### config.mk
export PLATFORM = sky130hd
export DESIGN_NAME = cic_decim_multi
export DESIGN_NICKNAME = d
export VERILOG_FILES = /design/src/rtl/cic_decim_multi.sv
export SDC_FILE = /design/constraint.sdc
export NUM_CORES = 1
export LEC_CHECK = 0
export ABC_AREA = 1
export BUFFER_PORTS_ARGS = -buffer_cell sky130_fd_sc_hd__buf_2
export CAP_MARGIN = 25
export CORE_UTILIZATION = 30
export CTS_CLUSTER_DIAMETER = 40
export CTS_CLUSTER_SIZE = 12
export DETAILED_ROUTE_END_ITERATION = 10
export GPL_TIMING_DRIVEN = 0
export PLACE_DENSITY = 0.53
export SYNTH_ARGS = -nofsm -noshare
export SYNTH_HDL_FRONTEND = slang
export SYNTH_SLANG_ARGS = --single-unit
export TNS_END_PERCENT = 5
### constraint.sdc
create_clock -name clk -period 8.6 [get_ports clk]
set_input_delay 0.86 -clock clk [delete_from_list [all_inputs] [get_ports clk]]
set_output_delay 0.86 -clock clk [all_outputs]
set_load 0.02 [all_outputs]
### src/rtl/cic_decim_multi.sv
// Multi-channel PDM-to-PCM CIC decimator: strobe-qualified per-channel integrators,
// one time-shared comb engine, and a {ch,data} output FIFO with sticky overrun.
module cic_decim_multi #(
    parameter int unsigned CHANNELS   = 2,
    parameter int unsigned ORDER      = 4,
    parameter int unsigned DECIM_LOG2 = 6,
    parameter int unsigned OUT_W      = 16,
    parameter int unsigned FIFO_DEPTH = 4,
    localparam int unsigned CH_W      = (CHANNELS > 1) ? $clog2(CHANNELS) : 1
) (
    input  logic                clk,
    input  logic                rst_n,
    input  logic                pdm_valid_i,
    input  logic [CHANNELS-1:0] pdm_din_i,
    output logic                out_valid_o,
    input  logic                out_ready_i,
    output logic [CH_W-1:0]     out_ch_o,
    output logic [OUT_W-1:0]    out_data_o,
    output logic                overrun_o,
    input  logic                overrun_clr_i
);
    localparam int unsigned W     = ORDER * DECIM_LOG2 + 2;
    localparam int unsigned SHIFT = W - 1 - OUT_W;
    localparam int unsigned PTR_W = $clog2(FIFO_DEPTH);
    localparam int unsigned PW1   = PTR_W + 1;
    localparam int unsigned E_W   = CH_W + OUT_W;
    localparam logic [W-1:0]    PLUS_ONE  = W'(1);
    localparam logic [W-1:0]    MINUS_ONE = '1;
    localparam logic [CH_W-1:0] CH_LAST   = CH_W'(CHANNELS - 1);

    typedef enum logic {IDLE, RUN} state_e;

    logic [DECIM_LOG2-1:0] phase_q;
    logic [W-1:0]          integ_q [CHANNELS][ORDER];
    logic [W-1:0]          hold_q  [CHANNELS];
    logic [W-1:0]          dly_q   [CHANNELS][ORDER];
    logic [W-1:0]          comb_in [ORDER];
    logic [W-1:0]          comb_y;
    logic signed [W-1:0]   y_shr;
    logic [OUT_W-1:0]      sat_data;
    logic                  snap_c;
    state_e                state_q, state_d;
    logic [CH_W-1:0]       ch_q, ch_d;
    logic                  push_c;

    logic [E_W-1:0]        mem_q [FIFO_DEPTH];
    logic [PW1-1:0]        wr_q, rd_q, wr_d, rd_d, count_c;
    logic                  full_c, pop_c, wr_en_c, drop_c;
    logic [E_W-1:0]        entry_c, head_d;

    assign snap_c = pdm_valid_i && (phase_q == '1);

    // Integrator chain: every stage updates from the old value of its predecessor.
    always_ff @(posedge clk or negedge rst_n) begin
        if (!rst_n) begin
            phase_q <= '0;
            for (int c = 0; c < CHANNELS; c++) begin
                hold_q[c] <= '0;
                for (int k = 0; k < ORDER; k++) integ_q[c][k] <= '0;
            end
        end else if (pdm_valid_i) begin
            phase_q <= phase_q + DECIM_LOG2'(1);
            for (int c = 0; c < CHANNELS; c++) begin
                integ_q[c][0] <= integ_q[c][0] + (pdm_din_i[c] ? PLUS_ONE : MINUS_ONE);
                for (int k = 1; k < ORDER; k++) integ_q[c][k] <= integ_q[c][k] + integ_q[c][k-1];
                if (snap_c) hold_q[c] <= integ_q[c][ORDER-1];
            end
        end
    end

    always_ff @(posedge clk or negedge rst_n) begin
        if (!rst_n) begin
            state_q <= IDLE;
            ch_q    <= '0;
        end else begin
            state_q <= state_d;
            ch_q    <= ch_d;
        end
    end

    // A snapshot landing on the last channel (CHANNELS == R) restarts RUN directly.
    always_comb begin
        state_d = state_q;
        ch_d    = ch_q;
        push_c  = 1'b0;
        case (state_q)
            IDLE: begin
                if (snap_c) begin
                    state_d = RUN;
                    ch_d    = '0;
                end
            end
            RUN: begin
                push_c = 1'b1;
                if (ch_q == CH_LAST) begin
                    ch_d    = '0;
                    state_d = snap_c ? RUN : IDLE;
                end else begin
                    ch_d = ch_q + CH_W'(1);
                end
            end
            default: state_d = IDLE;
        endcase
    end

    always_comb begin : comb_engine
        logic [W-1:0] x;
        x = hold_q[ch_q];
        for (int k = 0; k < ORDER; k++) begin
            comb_in[k] = x;
            x          = x - dly_q[ch_q][k];
        end
        comb_y = x;
    end

    always_ff @(posedge clk or negedge rst_n) begin
        if (!rst_n) begin
            for (int c = 0; c < CHANNELS; c++)
                for (int k = 0; k < ORDER; k++) dly_q[c][k] <= '0;
        end else if (push_c) begin
            for (int k = 0; k < ORDER; k++) dly_q[ch_q][k] <= comb_in[k];
        end
    end

    // Saturate when the bits above the output sign bit disagree with it.
    always_comb begin
        y_shr = $signed(comb_y) >>> SHIFT;
        if ((y_shr[W-1:OUT_W-1] == '0) || (y_shr[W-1:OUT_W-1] == '1))
            sat_data = y_shr[OUT_W-1:0];
        else if (y_shr[W-1])
            sat_data = {1'b1, {(OUT_W-1){1'b0}}};
        else
            sat_data = {1'b0, {(OUT_W-1){1'b1}}};
    end

    assign entry_c = {ch_q, sat_data};
    assign count_c = wr_q - rd_q;
    assign full_c  = (count_c == PW1'(FIFO_DEPTH));
    assign pop_c   = out_valid_o && out_ready_i;
    assign wr_en_c = push_c && (!full_c || pop_c);
    assign drop_c  = push_c && full_c && !pop_c;
    assign wr_d    = wr_q + PW1'(wr_en_c);
    assign rd_d    = rd_q + PW1'(pop_c);

    // Next head bypasses the array when it is the entry being written.
    always_comb begin
        head_d = mem_q[rd_d[PTR_W-1:0]];
        if (wr_en_c && (wr_q[PTR_W-1:0] == rd_d[PTR_W-1:0])) head_d = entry_c;
    end

    always_ff @(posedge clk or negedge rst_n) begin
        if (!rst_n) begin
            for (int i = 0; i < FIFO_DEPTH; i++) mem_q[i] <= '0;
            wr_q        <= '0;
            rd_q        <= '0;
            out_valid_o <= 1'b0;
            out_ch_o    <= '0;
            out_data_o  <= '0;
            overrun_o   <= 1'b0;
        end else begin
            if (wr_en_c) mem_q[wr_q[PTR_W-1:0]] <= entry_c;
            wr_q        <= wr_d;
            rd_q        <= rd_d;
            out_valid_o <= (wr_d != rd_d);
            out_ch_o    <= head_d[E_W-1:OUT_W];
            out_data_o  <= head_d[OUT_W-1:0];
            if (drop_c)             overrun_o <= 1'b1;
            else if (overrun_clr_i) overrun_o <= 1'b0;
        end
    end
endmodule

Word-level counts from Yosys, hierarchy flattened
Cells that the tools add are included.

Eq/ne operators: 6. Bitwise operators: 4. Magnitude comparators: 5. $add $sub $neg: 17. Multiplexer cells: 38. Reduce and logical (&&, ||, !) cells: 15.

Operators with widths (number): 208-bit bitwise mux (4); 104-bit demux with 1-bit select (4); 104-bit two-way mux (4); 26-bit adder (8); 26-bit two-way mux (6); 26-bit subtractor (4); 78-bit two-way mux (1); 68-bit bitwise mux (1); 17-bit two-way mux (4); 52-bit two-way mux (1); 17-bit binary-select mux with 2-bit select (1); 17-bit demux with 2-bit select (1); 16-bit two-way mux (2); 11-bit equality test, second input constant (1); 11-bit logical NOT (1); 1-bit logical AND (8); 1-bit two-way mux (7); 3-bit by 1-bit adder with 3-bit output (2); 6-bit by 1-bit adder with 6-bit output, second input constant (1); 6-bit equality test, second input constant (1); 3-bit >= comparator, second input constant (2); 2-bit inverter with 3-bit output (2); 1-bit case mux with 2 select lines (2); 3-bit equality test, second input constant (1); other kinds (14) (16).

Register bits after elaboration: 569.

Longest topological paths before layout
Gate-level depths: netlist of run 1.

Depth after elaboration: 12. Depth in mapped cells: 62.

Least setup slack after synthesis of run 1
Ideal clock, no wire load.

Path type: reg-to-reg. Start: register ch_q. End: register out_data_o[3]. Path slack: 344 ps. Setup time: 118 ps. Stages on the path, launching flop included: 54. Path buffers: 8. Required time: 8482 ps. Clock period less this slack: 8256 ps. Arrival: 8138 ps. Cell sequence: dfrtp_1 -> buf_2 -> buf_2 -> clkbuf_1 -> buf_1 -> clkbuf_1 -> buf_1 -> clkbuf_1 -> nand2_1 -> nand2_1 -> ha_1 -> inv_1 -> fa_1 -> nand2_1 -> inv_1 -> nand2_1 -> nand2_1 -> xor2_1 -> (+18 left out) -> nand2_1 -> a21oi_1 -> xor2_1 -> ha_1 -> a21oi_1 -> o221ai_1 -> a21oi_1 -> nand2_1 -> a21o_1 -> a21o_1 -> xor2_1 -> inv_1 -> nand3_2 -> nand3b_2 -> buf_6 -> nand2_4 -> nand2_1 -> nand2_1.

RTL lines: start, declared (line 43) `logic [CH_W-1:0] ch_q, ch_d;`; start signal, assigned (line 77) `ch_q <= ch_d;`; end signal, assigned (line 166) `out_data_o <= head_d[OUT_W-1:0];`; end, declared (line 18) `output logic [OUT_W-1:0] out_data_o,`.

==> results.sh, run 1 <==
export IMPL_crit_cells=53
export IMPL_num_nets_final=5127
export IMPL_clock_skew_ns=0.0397
export IMPL_gp_congestion=0.871
export IMPL_detail_route_iter0_violations=1799
export IMPL_clock_fmax_mhz=124
export IMPL_maximum_number_of_buffers_from_clock_root_to_sink=3
export IMPL_timing_max_slew_rel_slack_pct=31.7
export IMPL_mean_syn_cell_area_sq_um=7.80
export IMPL_syn_inst=4647
export IMPL_remaining_drc_errors=0
export IMPL_hold_viol_final=0
export IMPL_die_width_um=349
export IMPL_run_status="completed"
export IMPL_crit_path_end="out_data_o[6]"
export IMPL_dpl_cell_area_sq_um=38500
export IMPL_via_per_inst=4.73
export IMPL_ioPinCount=26
export IMPL_finalMaxSlewViolations=0
export IMPL_netlist_area_sq_um=36200
export IMPL_nFillCells=12600
export IMPL_reg2reg_slack_ns=0.51
export IMPL_critPathLaunchType="flip-flop"
export IMPL_cp_common_cell="nand2_1"
export IMPL_grt_overflow_total=0
export IMPL_synth_top_cells_by_area="dfrtp_1, nand2_1, ha_1"
export IMPL_critPathMaxFanout=14
export IMPL_post_route_util_pct=36.0
export IMPL_final_layout_size_suffix_gt1_share_pct=8.76
export IMPL_grt_max_degree=116
export IMPL_yosys_register_bits=569
export IMPL_critPathCaptureType="flip-flop"
export IMPL_cts_inserted_buffers=104
export IMPL_final_setup_tns_ns=0
export IMPL_hpwl_mm=75.8
export IMPL_max_cap_viol_count=0
export IMPL_finalSetupViolations=0
export IMPL_critPathSlowestCell="fa_2"
export IMPL_tritoncts="yes"
export IMPL_grt_antenna_before_repair=2
export IMPL_clock_pin_transition_on_the_worst_setup_and_hold_timing_paths_ns=0.06
export IMPL_start_util_pct=30.2
export IMPL_period_share_pct=94.1
export IMPL_synthToLayoutAreaGrowth_pct=19.0
export IMPL_worst_setup_path_startpoint="ch_q"
export IMPL_synthFlopType="dfrtp_1"
export IMPL_clock_insertion_delay_worst_skew_ns=0.67
export IMPL_die_h_um=349
export IMPL_cp_arrival_ns=8.62
export IMPL_period_minus_slack_ns=8.09
export IMPL_routed_via_count=30800
export IMPL_cpLargestDelayFamily="compound AO/OA/AOI/OAI gates"
export IMPL_core_region_sq_um=120000
export IMPL_r2r_worst_path_cells=53
export IMPL_numPortBuffers=25
export IMPL_critical_path_reg2reg_startpoint="ch_q"
export IMPL_tightestPinTransition_ns=1.02
export IMPL_timing_critical_path_required_ns=9.13
export IMPL_timing_critical_path_buf_inv=13
export IMPL_std_cell_rows=127
export IMPL_cts_root_buffer="clkbuf_16"
export IMPL_min_delay_path_class="in2async"
export IMPL_regToRegEndpoint="out_data_o[6]"
export IMPL_wire_per_inst_um=15.6
export IMPL_cts_hold_buffers_added=0
export IMPL_synth_edf_count=0
export IMPL_yosysUniqueCellTypes=51
export IMPL_synth_largest_area_cell="dfrtp_1"
export IMPL_grt_first_pass_wirelength_mm=164
export IMPL_design_die_area_sq_um=122000
export IMPL_yosysWarningCount=0
export IMPL_max_stage_delay_ns=0.41
export IMPL_wirelength_mm=102
export IMPL_synth_top_area_share_pct=39.3
export IMPL_grt_util_all_layers_pct=16.7
export IMPL_synth_async_reset_ratio_pct=100
export IMPL_drtPass1Iterations=7
export IMPL_clock_sinks=569
export IMPL_number_of_global_route_vias_before_repair=30400
export IMPL_ys_seq_area_share_pct=39.3
export IMPL_synth_net_count=4962
export IMPL_route_antenna_remaining_nets=0
export IMPL_htree_num_levels=3
export IMPL_finish_instance_area_sq_um=43100
export IMPL_start_to_end_type_of_the_worst_setup_path="reg2reg"
export IMPL_num_antenna_cells=0
per-stage QoR:
step           hold WS [ns]  setup slack [ns]  instances
2_1_floorplan         0.442             0.344       4647
3_3_place_gp          0.457             -6.17       6284
3_5_place_dp          0.460             -3.05       6293
4_1_cts               0.107            0.0150       6498
5_1_grt               0.128           -0.0512       6512
6_report              0.123             0.511       6512
per-layer routing:
layer / share of wire, % / routed length [um] / GRT usage [%] / vias to the layer above
li1: - / - / - / 15700
met1: 47 / 47800 / 22.6 / 14400
met2: 46 / 47100 / 27.5 / 527
met3: 4.2 / 4250 / 2.54 / 164
met4: 2.5 / 2550 / 4.83 / 0
met5: 0 / 0 / 0 / -
repair_timing:
item                                    4_1_cts  5_1_grt
gates cloned                                  0        1
pin swaps                                    14       17
setup buffers                                12       11
endpoints found under the setup margin      108       80
resized for setup                            76       60
state kept, by name, indices dropped and copies added (netlist names):
register / count
phase_q: 6
state_q: 1
dly_q: 208
hold_q: 52
out_valid_o: 1
integ_q: 208
mem_q: 68
out_ch_o: 1
ch_q: 1
overrun_o: 1
rd_q: 3
out_data_o: 16
wr_q: 3
placed cells by master (no fill, tap or decap), types with 17 or more instances in the layout:
cell and count:
clkbuf_16 106, o21bai_1 19, xnor2_1 128, mux2i_1 51, nor3_1 22, nor2_1 212
xor2_1 110, nand2_2 34, dfrtp_1 569, nand2_4 23, a21oi_1 304, nand4_1 20
nand3_1 197, a31oi_1 19, o21ai_0 550, o22ai_1 17, inv_6 17, clkbuf_1 136
ha_1 277, buf_4 25, nand2_1 1331, inv_1 425, buf_2 29
kinds of logic after synthesis:
logic type / after synthesis / synth area share [%]
and+or+nand+nor: 1898 / 21.8
xor gates and xnor gates: 261 / 6.31
muxes: 52 / 1.44
adders and majority gates: 308 / 10.9
DFF: 569 / 39.3
AOI/OAI and AO/OA: 975 / 14.2
buffers and inverters: 584 / 6.13
cells in the mapped netlist (2+ instances only):
cell and n:
nand4_1 20, nand3_2 14, and2_1 6, o21bai_1 20, inv_2 9, a21boi_0 3
mux2i_1 52, o21a_1 4, inv_1 425, xor2_1 126, fa_1 11, nand3b_1 6
ha_1 297, a211oi_1 5, buf_2 4, nor2_2 7, o221ai_1 4, xnor2_1 135
dfrtp_1 569, or2_2 14, o22ai_1 17, a31oi_1 19, clkbuf_1 133, a21o_1 12
or2_1 2, o211ai_1 6, o21ai_0 554, a221oi_1 7, a21oi_1 310, o21ai_1 2
nand2_4 23, o31ai_1 6, nand2_1 1342, nand3_1 200, nor2_1 213, clkinv_1 3
buf_1 8, nor3_1 24, nand2_2 23
how the worst min path moves through the flow:
stage	start	endpoint	depth (start not counted)
after floorplan	integ_q[129]	integ_q[129]	1
after CTS	rst_n	out_data_o[8]	1
after global routing	rst_n	out_data_o[8]	1
final	rst_n	dly_q[136]	1
after global placement	mem_q[26]	mem_q[26]	2
after detailed placement	mem_q[30]	mem_q[30]	2
layout make-up:
cell class                      count  area [sq um]  area share (%)
Sequential cell                   569         14200            33.0
Timing Repair Buffer               61           539            1.25
Inverter                          437          1640            3.81
Tap cell                         1612          2020            4.68
Clock inverter                     70           867            2.01
Clock buffer                      124          2790            6.47
Multi-Input combinational cell   3494         20300            47.2
Buffer                            145           663            1.54
Power of run 1 is left out: the tool's default activity adds up to more than one toggle a clock period on the data nets, which glitch-free logic cannot reach.
==> run 2: changes to the inputs <==
--- a/config.mk
+++ b/config.mk
@@ -15,4 +15,5 @@
 export GPL_TIMING_DRIVEN = 0
 export PLACE_DENSITY = 0.53
+export SLEW_MARGIN = 20
 export SYNTH_ARGS = -nofsm -noshare
 export SYNTH_HDL_FRONTEND = slang
==> constraint.sdc (replaced) <==
create_clock -name clk -period 8.6 [get_ports clk]
set_input_delay 0.43 -clock clk [delete_from_list [all_inputs] [get_ports clk]]
set_output_delay 0.43 -clock clk [all_outputs]
set_load 0.02 [all_outputs]
==> run 2 against run 1 <==
First-iteration DRC count up 0.50%. Maximum frequency is 0.48% lower. Worst setup slack worse by 0.039 ns. Register-to-register slack worse by 0.04 ns.
==> results.sh, run 2 (synthesis gave the netlist of run 1 again) <==
export IMPL_max_cap_viol_count=0
export IMPL_wirelength_mm=102
export IMPL_cp_common_cell="nand2_1"
export IMPL_critPathLaunchType="flip-flop"
export IMPL_number_of_global_route_vias_before_repair=30600
export IMPL_ioPinCount=26
export IMPL_grt_first_pass_wirelength_mm=166
export IMPL_num_antenna_cells=0
export IMPL_maximum_number_of_buffers_from_clock_root_to_sink=3
export IMPL_die_width_um=349
export IMPL_cp_arrival_ns=8.69
export IMPL_hpwl_mm=76.0
export IMPL_dpl_cell_area_sq_um=38600
export IMPL_drtPass1Iterations=5
export IMPL_routed_via_count=30800
export IMPL_cts_inserted_buffers=101
export IMPL_regToRegEndpoint="mem_q[21]"
export IMPL_wire_per_inst_um=15.7
export IMPL_crit_path_end="mem_q[21]"
export IMPL_max_stage_delay_ns=0.39
export IMPL_clock_skew_ns=0.0277
export IMPL_finalSetupViolations=0
export IMPL_period_minus_slack_ns=8.13
export IMPL_detail_route_iter0_violations=1808
export IMPL_die_h_um=349
export IMPL_numPortBuffers=25
export IMPL_hold_viol_final=0
export IMPL_holdCritStartpoint="pdm_valid_i"
export IMPL_post_route_util_pct=36.0
export IMPL_final_layout_size_suffix_gt1_share_pct=8.63
export IMPL_route_antenna_remaining_nets=0
export IMPL_clock_insertion_delay_worst_skew_ns=0.69
export IMPL_grt_max_degree=91
export IMPL_critPathMaxFanout=14
export IMPL_num_nets_final=5125
export IMPL_grt_setup_unrepaired="yes"
export IMPL_start_util_pct=30.2
export IMPL_tritoncts="yes"
export IMPL_period_share_pct=94.5
export IMPL_critPathCaptureType="flip-flop"
export IMPL_min_delay_path_class="in2reg"
export IMPL_worst_setup_path_startpoint="ch_q"
export IMPL_grt_overflow_total=0
export IMPL_htree_num_levels=3
export IMPL_start_to_end_type_of_the_worst_setup_path="reg2reg"
export IMPL_critPathSlowestCell="dfrtp_1"
export IMPL_clock_fmax_mhz=123
export IMPL_top_regs="dly_q (208), integ_q (208), mem_q (68)"
export IMPL_std_cell_rows=127
export IMPL_reg2reg_slack_ns=0.47
export IMPL_grt_antenna_before_repair=1
export IMPL_finish_instance_area_sq_um=43100
export IMPL_timing_max_slew_rel_slack_pct=27.5
export IMPL_mostFrequentLayoutCell="nand2_1"
export IMPL_clock_sinks=569
export IMPL_grt_util_all_layers_pct=16.9
export IMPL_most_common_layout_cells="nand2_1, dfrtp_1, o21ai_0"
export IMPL_finalMaxSlewViolations=0
export IMPL_timing_critical_path_required_ns=9.16
export IMPL_r2r_worst_path_cells=50
export IMPL_synthToLayoutAreaGrowth_pct=19.0
export IMPL_run_status="completed"
export IMPL_clock_pin_transition_on_the_worst_setup_and_hold_timing_paths_ns=0.06
export IMPL_remaining_drc_errors=0
export IMPL_design_die_area_sq_um=122000
export IMPL_gp_congestion=0.871
export IMPL_critical_path_reg2reg_startpoint="ch_q"
export IMPL_core_region_sq_um=120000
export IMPL_cts_root_buffer="clkbuf_16"
export IMPL_via_per_inst=4.73
export IMPL_tightestPinTransition_ns=1.09
## run 2: cell types whose count changed in the layout (fill, tap and decap cells not counted), moves of 3 or more
cell,change
clkinv_2,+6
clkinv_4,-8
clkinvlp_4,-4
ha_1,-3
ha_4,+4
nand2_1,+3
nand2_2,-3
## run 2: layout make-up
class	instances	area, sq um
Sequential cell	569	14200
Buffer	145	673
Inverter	437	1640
Timing Repair Buffer	62	598
Fill cell	12500	76700
Tap cell	1612	2020
Multi-Input combinational cell	3494	20400
Clock inverter	60	757
Clock buffer	125	2760
## run 2: through the flow
step | setup WS (ns) | hold WS (ns) | TNS (ns) | cells
CTS | 0.00140 | 0.0855 | 0 | 6488
global placement | -5.74 | 0.457 | -3446.98 | 6284
detailed placement | -2.93 | 0.365 | -242.93 | 6292
floorplan | 0.344 | 0.134 | 0 | 4647
global route | -0.110 | 0.112 | -3.81 | 6504
finish | 0.472 | 0.128 | 0 | 6504
## run 2: routing by layer
metal  share of wire, %  vias up  GRT usage [%]
met5                  0        -              0
met2                 47      448           28.4
met4                2.1        0           4.12
li1                   -    15700              -
met3                3.6      137           2.35
met1                 47    14500           22.7
## run 2: worst min path at each step
stage | endpoint | slack [ns] | depth (start not counted)
3_3_place_gp | mem_q[26] | 0.46 | 2
6_report | phase_q[4] | 0.13 | 3
5_1_grt | overrun_o | 0.11 | 4
2_1_floorplan | ch_q | 0.13 | 0
3_5_place_dp | dly_q[30] | 0.37 | 1
4_1_cts | phase_q[4] | 0.09 | 3
## run 2: timing repair
action / CTS / global route
hold endpoints to repair: 49 / 0
endpoints found under the setup margin: 107 / 80
pin swaps: 12 / 20
hold buffers: 2 / 0
gates cloned: 0 / 1
gates resized for setup: 76 / 67
buffers inserted: 10 / 13
## run 2: worst max-delay path: cells and delay by family (launching register included)
| family | cells | cell delay (ns) |
|---|---|---|
| compound gates | 9 | 1.56 |
| xor+xnor | 4 | 1.01 |
| fa+ha+maj | 4 | 1.39 |
| buf+inv | 11 | 1.52 |
| flops | 1 | 0.39 |
| simple gates | 22 | 2.08 |
Power of run 2 is left out for the same reason.
==> run 3: changes to the inputs <==
- PLACE_DENSITY: 0.53 -> not set
==> run 3 against run 2 <==
The flow now finishes with violations (DRC). Maximum frequency down 0.55%. Register-to-register slack worse by 0.04 ns. Worst setup slack worse by 0.045 ns. Routed wire length down 4.1%. Worst hold slack better by 0.017 ns. Core utilization down 0.31 points. Flip-flop and latch count unchanged. Clock skew up 0.00062 ns. Global-route usage down 0.89 points. Via count up 0.55%. Critical path type unchanged. Highest routed layer unchanged.
==> results.sh, run 3 (synthesis gave the netlist of run 1 again) <==
export IMPL_cts_root_buffer="clkbuf_16"
export IMPL_violations="DRC"
export IMPL_timing_max_slew_rel_slack_pct=25.3
export IMPL_gp_congestion=0.879
export IMPL_clock_skew_ns=0.0283
export IMPL_clock_insertion_delay_worst_skew_ns=0.67
export IMPL_timing_critical_path_required_ns=9.13
export IMPL_clock_sinks=569
export IMPL_start_util_pct=30.2
export IMPL_critical_path_reg2reg_startpoint="ch_q"
export IMPL_min_delay_path_class="in2reg"
export IMPL_grt_util_all_layers_pct=16.0
export IMPL_run_status="finished, violations left"
export IMPL_finalSetupViolations=0
export IMPL_design_die_area_sq_um=122000
export IMPL_cts_inserted_buffers=98
export IMPL_clock_pin_transition_on_the_worst_setup_and_hold_timing_paths_ns=0.06
export IMPL_std_cell_rows=127
export IMPL_die_width_um=349
export IMPL_tightestPinTransition_ns=1.12
export IMPL_period_minus_slack_ns=8.17
export IMPL_critPathMaxFanout=14
export IMPL_htree_num_levels=3
export IMPL_wire_per_inst_um=15.1
export IMPL_finalMaxSlewViolations=0
export IMPL_period_share_pct=95.0
export IMPL_clock_fmax_mhz=122
export IMPL_max_stage_delay_ns=0.39
export IMPL_cp_arrival_ns=8.71
export IMPL_hpwl_mm=72.5
export IMPL_num_antenna_cells=0
export IMPL_via_per_inst=4.76
export IMPL_final_layout_size_suffix_gt1_share_pct=7.99
export IMPL_hold_depth=3
export IMPL_wirelength_mm=97.8
export IMPL_max_cap_viol_count=0
export IMPL_detail_route_iter0_violations=2096
export IMPL_regToRegEndpoint="out_data_o[3]"
export IMPL_tritoncts="yes"
export IMPL_numPortBuffers=25
export IMPL_critPathSlowestCell="dfrtp_1"
export IMPL_grt_first_pass_wirelength_mm=159
export IMPL_die_h_um=349
export IMPL_mostFrequentLayoutCell="nand2_1"
export IMPL_hold_viol_final=0
export IMPL_ioPinCount=26
export IMPL_start_to_end_type_of_the_worst_setup_path="reg2reg"
export IMPL_grt_max_degree=98
export IMPL_critPathLaunchType="flip-flop"
export IMPL_holdCritStartpoint="pdm_valid_i"
export IMPL_critPathCaptureType="flip-flop"
export IMPL_grt_antenna_before_repair=1
export IMPL_routed_via_count=30900
export IMPL_number_of_global_route_vias_before_repair=30100
export IMPL_maximum_number_of_buffers_from_clock_root_to_sink=3
export IMPL_r2r_worst_path_cells=52
export IMPL_num_nets_final=5117
export IMPL_top_regs="dly_q (208), integ_q (208), mem_q (68)"
export IMPL_route_antenna_remaining_nets=0
export IMPL_most_common_layout_cells="nand2_1, dfrtp_1, o21ai_0"
export IMPL_drtPass1Iterations=8
export IMPL_reg2reg_slack_ns=0.43
export IMPL_remaining_drc_errors=1
export IMPL_hold_path_endpoint="phase_q[4]"
export IMPL_grt_overflow_total=0
export IMPL_synthToLayoutAreaGrowth_pct=18.0
export IMPL_core_region_sq_um=120000
export IMPL_final_setup_tns_ns=0
export IMPL_cp_common_cell="nand2_1"
==> run 3: cell type report <==
cell class,count,area [sq um]
multi-input cells,3494,20200
clock buffers,133,2790
flip-flops and latches,569,14200
clock inverters,47,632
plain buffers,145,648
fillers,12400,77100
repair buffers,57,541
inverters,437,1640
well taps,1612,2020
==> run 3: per-layer routing <==
layer | share of wire, % | global-route usage [%] | vias to the layer above | routed length [um]
met5 | 0 | 0 | - | 0
met4 | 2.6 | 4.47 | 0 | 2500
met3 | 4.3 | 2.31 | 155 | 4160
met2 | 47 | 26.9 | 583 | 46000
met1 | 46 | 21.2 | 14600 | 45200
li1 | - | - | 15600 | -
==> run 3: how the worst max path moves through the flow <==
stage	depth (start not counted)	startpoint	slack, ns	to
after floorplan	53	ch_q	0.34	out_data_o[3]
after global placement	1	rst_n	-5.33	integ_q[186]
after detailed placement	52	ch_q	-2.55	out_data_o[3]
after CTS	52	ch_q	0.006	out_data_o[3]
after global routing	55	ch_q	-0.02	out_data_o[12]
final	52	ch_q	0.43	out_data_o[3]
==> run 3: stage by stage <==
step | util [%] | cells | hold WS [ns] | setup slack, ns | cell area, sq um
after floorplan | - | 4647 | 0.134 | 0.344 | 36200
after global placement | 32.0 | 6284 | 0.456 | -5.33 | 38400
after detailed placement | 32.2 | 6291 | 0.407 | -2.55 | 38600
after CTS | 35.3 | 6480 | 0.106 | 0.00575 | 42200
after global routing | 35.7 | 6494 | 0.125 | -0.0245 | 42700
final | 35.7 | 6494 | 0.145 | 0.427 | 42700
==> run 3: timing repair <==
item	in CTS	in global routing
setup endpoints to repair	102	80
endpoints found under the hold margin	59	0
gates cloned	0	1
pin swaps	5	16
hold buffers	2	0
gates resized for setup	47	61
buffers inserted	8	11
==> run 3: critical path, delay by kind of cell, from the launching register on <==
family          cells  cell delay [ns]
simple gates       22             1.94
xor+xnor            4             0.93
buf+inv            11             1.54
fa+ha+maj           4             1.35
compound gates     11             1.89
flops               1             0.39
Power of run 3 is left out for the same reason.
